### src/rtl/rsff_bank_sched_pkg.sv
// rsff_bank_sched_pkg: shared op and FSM state encodings for the flag bank scheduler.
package rsff_bank_sched_pkg;
  typedef enum logic [1:0] {OP_READ = 2'b00, OP_SET = 2'b01, OP_CLR = 2'b10, OP_TGL = 2'b11} op_e;
  typedef enum logic [1:0] {S_IDLE = 2'b00, S_APPLY = 2'b01, S_DONE = 2'b10} state_e;
endpackage

### src/rtl/rsff_bank_sched_rr_arbiter.sv
// rsff_bank_sched_rr_arbiter: combinational round-robin pick, ptr has top priority.
module rsff_bank_sched_rr_arbiter #(
  parameter int NREQ = 4,
  parameter int PW = $clog2(NREQ)
) (
  input  logic [NREQ-1:0] req,
  input  logic [PW-1:0]   ptr,
  output logic [NREQ-1:0] onehot,
  output logic [PW-1:0]   win,
  output logic            valid
);
  // Lowest requester overall, then overridden by the lowest at or above ptr.
  always_comb begin
    win = '0;
    for (int i = NREQ - 1; i >= 0; i--) win = req[i] ? PW'(i) : win;
    for (int i = NREQ - 1; i >= 0; i--) win = (req[i] && PW'(i) >= ptr) ? PW'(i) : win;
    valid = |req;
    onehot = valid ? (NREQ'(1) << win) : '0;
  end
endmodule

### src/rtl/rsff_bank_sched.sv
// rsff_bank_sched: round-robin scheduler granting one requester at a time access to a shared flag bank.
module rsff_bank_sched
  import rsff_bank_sched_pkg::*;
#(
  parameter int NREQ = 4,
  parameter int NFLAG = 8,
  parameter int IDXW = 3
) (
  input  logic                 clk,
  input  logic                 reset,
  input  logic [NREQ-1:0]      req,
  input  logic [2*NREQ-1:0]    op,
  input  logic [IDXW*NREQ-1:0] idx,
  input  logic                 set_all,
  output logic [NREQ-1:0]      gnt,
  output logic                 ack,
  output logic                 rdata,
  output logic                 err,
  output logic [NFLAG-1:0]     flags,
  output logic                 busy
);
  localparam int PW = $clog2(NREQ);
  state_e state, state_nx;
  logic [PW-1:0] rr_ptr, win, arb_win;
  logic [NREQ-1:0] arb_onehot;
  logic arb_valid, req_win, hit, old_bit;
  logic [1:0] lat_op, sel_op;
  logic [IDXW-1:0] lat_idx, sel_idx;
  logic [NFLAG-1:0] nxt;
  rsff_bank_sched_rr_arbiter #(.NREQ(NREQ), .PW(PW)) u_rr_arbiter (
    .req(req), .ptr(rr_ptr), .onehot(arb_onehot), .win(arb_win), .valid(arb_valid)
  );
  always_comb begin
    sel_op = '0;
    sel_idx = '0;
    for (int i = 0; i < NREQ; i++) begin
      sel_op = (arb_win == PW'(i)) ? op[2*i +: 2] : sel_op;
      sel_idx = (arb_win == PW'(i)) ? idx[IDXW*i +: IDXW] : sel_idx;
    end
  end
  // An index with no matching flag leaves hit low, which is the error case.
  always_comb begin
    hit = 1'b0;
    old_bit = 1'b0;
    nxt = flags;
    for (int f = 0; f < NFLAG; f++) begin
      if (lat_idx == IDXW'(f)) begin
        hit = 1'b1;
        old_bit = flags[f];
        nxt[f] = (lat_op == OP_SET) ? 1'b1 : (lat_op == OP_CLR) ? 1'b0 :
                 (lat_op == OP_TGL) ? ~flags[f] : flags[f];
      end
    end
  end
  assign req_win = |(req & gnt);
  always_comb begin
    state_nx = state;
    state_nx = (state == S_IDLE) ? (arb_valid ? S_APPLY : S_IDLE) :
               (state == S_APPLY) ? S_DONE : (req_win ? S_DONE : S_IDLE);
  end
  always_ff @(negedge clk or negedge reset) begin
    if (!reset) begin
      state <= S_IDLE;
      gnt <= '0;
      ack <= 1'b0;
      rdata <= 1'b0;
      err <= 1'b0;
      flags <= '0;
      rr_ptr <= '0;
      win <= '0;
      lat_op <= '0;
      lat_idx <= '0;
    end else begin
      state <= state_nx;
      flags <= set_all ? '1 : (state == S_APPLY) ? nxt : flags;
      if (state == S_IDLE && arb_valid) begin
        gnt <= arb_onehot;
        win <= arb_win;
        lat_op <= sel_op;
        lat_idx <= sel_idx;
      end
      if (state == S_APPLY) begin
        ack <= 1'b1;
        rdata <= old_bit;
        err <= ~hit;
        rr_ptr <= (win == PW'(NREQ - 1)) ? '0 : win + PW'(1);
      end
      if (state == S_DONE && !req_win) begin
        gnt <= '0;
        ack <= 1'b0;
        err <= 1'b0;
      end
    end
  end
  assign busy = (state != S_IDLE);
endmodule

### config.mk
export PLATFORM = sky130hd
export DESIGN_NAME = rsff_bank_sched
export DESIGN_NICKNAME = d
export VERILOG_FILES = /design/src/rtl/rsff_bank_sched_pkg.sv /design/src/rtl/rsff_bank_sched_rr_arbiter.sv /design/src/rtl/rsff_bank_sched.sv
export SDC_FILE = /design/constraint.sdc
export NUM_CORES = 1
export LEC_CHECK = 0
export CORE_ASPECT_RATIO = 1.2
export CORE_MARGIN = 3
export CORE_UTILIZATION = 40
export DETAILED_ROUTE_END_ITERATION = 6
export HOLD_SLACK_MARGIN = 0.12
export PLACE_DENSITY = 0.78
export RECOVER_POWER = 25
export REMOVE_ABC_BUFFERS = 1
export SLEW_MARGIN = 20
export SYNTH_ARGS = -nofsm -noshare
export SYNTH_HDL_FRONTEND = slang
export SYNTH_SLANG_ARGS = --single-unit
### constraint.sdc
create_clock -name clk -period 1.5 [get_ports clk]
set_input_delay 0.15 -clock clk [delete_from_list [all_inputs] [get_ports clk]]
set_output_delay 0.15 -clock clk [all_outputs]
set_load 0.01 [all_outputs]
==> metrics.cfg <==
[floorplan]
start_util_pct = 42.1
dieArea_sq_um = 4680
num_rows = 24
ios = 43
dieHeight_microns = 74.3
core_sq_um = 3690
die_w_microns = 62.9

[timing]
final_hold_viol_count = 0
drv_slew = 0
setup_slack_ns = -0.451
setup_viol = 38
slew_headroom_pct = 70.3
worstMarginPinSlew_ns = 0.446
finalClockSkew_ns = 0.00212
hold-worst-slack_ns = 0.478
rsz0062_at_grt = true

[grt]
grt_overflow = 0
grt_max_degree = 27
antenna_found_initial = 0
grt_pass1_wl_microns = 7430
gr-usage-all-layers_pct = 20.3
grt_pass1_vias = 1621

[power_and_ir_drop]
p_int_uw = 2840
clock_power_share_pct = 8.3
p_per_area_nw_per_um2 = 1780
p_sw_uw = 1980
seq_power_share_pct = 25.8
pwr-share-comb_pct = 65.9
ir_drop_mv = 0.821
switching_share_pct = 41.1
p_leak_uw = 0.00119

[cts]
cts.sinks = 26
clk_pin_slew_worst_paths_ns = 0.06
insertion_delay_ns = 0.28
cts_tree = built
numCtsBuffers = 3
htree_levels = 1
cts_root_buf = clkbuf_8
ctsHoldBuffers = 0
clock_path_buffers = 2

[outcome]
violations = setup timing
status = finished with violations

[detailed_routing]
drt-wirelength-per-cell_microns = 15.6
vias = 1739
drt-total-wl_microns = 5000
ant_nets = 0
post-route-drc-count = 0
via_per_inst = 5.43
detailedRoute.firstPassIterationCount = 4
drt_iter0_drc = 77

[placed_design]
globalplace.congestion = 0.869
dp_slack_ns = -1.15
port-buffer-count = 42
hpwl_microns = 3120
place_inst = 288

[synthesis]
ys_async_sr_fraction_pct = 100
ys.warnings.count = 0
ys_types = 46
synth_xor_area_share_pct = 0
avgSynthCellArea_sq_um = 9.54
synthAdderAreaFrac_pct = 1.45
ys.flop_type = dfrtn_1
syn_inst = 163
muxShareOfSynthArea_pct = 7.40
synth-simple-area-share_pct = 20.4
synth_edf_count = 0
synth_area_sq_um = 1560
synth_compound_area_share_pct = 24.0
ys_ff_latch = 26
synth_top_family_by_area = compound AO/OA/AOI/OAI gates
seq_area_frac_synth_pct = 41.8

[critical_path]
critPathMaxFanout = 6
crit_arrival_ns = 1.33
path_class = in -> reg
worstPathRequired_ns = 0.88
cp-start-kind = input pin
cp-end-kind = register

[layout]
final_cells = 320
final_common_cell = buf_4
fillCellCount = 239
drive_gt1_share_pct = 51.1
syn2layout_area_growth_pct = 74.7
final_cell_mix = buf_4 (58), dfrtn_1 (26), clkdlybuf4s50_1 (20), buf_2 (15), nor2_1 (12)
num_antenna_cells = 0
nets = 298

[worst_hold_path]
min_path_type = reg -> reg

[run]
drv_cap = 0

[power by group through the flow]
| stage | clock network, uW | logic (uW) | registers [uW] |
|---|---|---|---|
| floorplan | 0 | 1030 | 1280 |
| global placement | 0 | 2140 | 1200 |
| detailed placement | 0 | 2190 | 1210 |
| CTS | 399 | 2550 | 1220 |
| global route | 427 | 3400 | 1290 |
| finish | 402 | 3180 | 1240 |
[metal layers]
layer / vias up / wire length (microns) / GRT usage [%]
met3: 12 / 291 / 2.87
met2: 74 / 2610 / 36.7
met5: - / 0 / 0
met4: 0 / 99 / 9.80
li1: 817 / - / -
met1: 836 / 2000 / 23.8
[through the flow]
step / power (uW) / util (%) / TNS, ns / cell area (sq um)
after floorplan: 2310 / - / -7.27 / 1510
after global placement: 3340 / 62.0 / -23.13 / 2290
after detailed placement: 3400 / 62.0 / -23.53 / 2290
after CTS: 4160 / 67.0 / -9.16 / 2470
after global routing: 5110 / 73.5 / -11.95 / 2720
final: 4820 / 73.5 / -10.24 / 2720
[worst max-delay path, cell delays in order]
cell and delay, ns:
buf_8 0.10, or3_4 0.39, o21ai_4 0.24, clkinvlp_4 0.24, nor2_2 0.13, o22ai_1 0.08
[layout make-up]
cell class | instances | area [sq um] | area share, %
Timing Repair inverter | 1 | 7.51 | 0.276
Clock buffer | 3 | 41.3 | 1.52
Inverter | 8 | 30.0 | 1.11
Tap cell | 52 | 65.1 | 2.40
Sequential cell | 26 | 651 | 24.0
Timing Repair Buffer | 108 | 880 | 32.4
Multi-Input combinational cell | 122 | 1040 | 38.4
[logic make-up after synthesis]
family / count (synthesis)
muxes: 10
adders and majority gates: 2
DFF: 26
AOI/OAI and AO/OA: 56
and+or+nand+nor: 54
buffers and inverters: 15
[Yosys cell counts, types with 2 or more instances]
library cell   n  area share, %
dfrtn_1       26             42
a21oi_1       16            5.1
nor2_1        14            3.4
nand2_1        9            2.2
nand2b_1       8            3.2
inv_1          7            1.7
mux2i_1        7            4.5
o21ai_0        7            2.3
a31oi_1        5            2.0
a221oi_1       4            2.3
a22oi_1        4            1.9
or2_2          4            1.6
a22o_1         3            1.7
nor2b_1        3            1.2
nor3_1         3           0.97
o22ai_1        3            1.2
a21o_1         2           0.97
a41oi_1        2            1.1
buf_2          2           0.64
buf_6          2            1.4
clkbuf_1       2           0.48
mux2_2         2            1.4
nor3b_1        2           0.97
nor3b_2        2            1.6
o221ai_1       2            1.1
or3_4          2            1.4
[sequential cells by signal, indices dropped and copies added (netlist names)]
signal,count
ack,1
err,1
flags,8
gnt,4
lat_idx,3
lat_op,2
rdata,1
rr_ptr,2
state,2
win,2
[worst paths after layout]
path                           start          to  slack, ns  depth (start not counted)
hold / removal                win[0]      win[0]       0.48                          2
min in group asynchronous      reset    flags[6]       0.97                          2
setup reg to reg           rr_ptr[1]  lat_idx[2]      -0.25                          5
setup / recovery              req[3]  lat_idx[2]      -0.45                          6
hold reg to reg               win[0]      win[0]       0.48                          2
max in group asynchronous      reset    flags[5]       0.23                          2
[what timing repair did]
| item | in CTS | in global routing |
|---|---|---|
| pin swaps | 16 | 14 |
| setup endpoints to repair | 39 | 40 |
| gates resized for setup | 115 | 33 |
| buffers inserted | 15 | 14 |
| gates cloned | 1 | 0 |
Power figures use the tool's default switching activity.
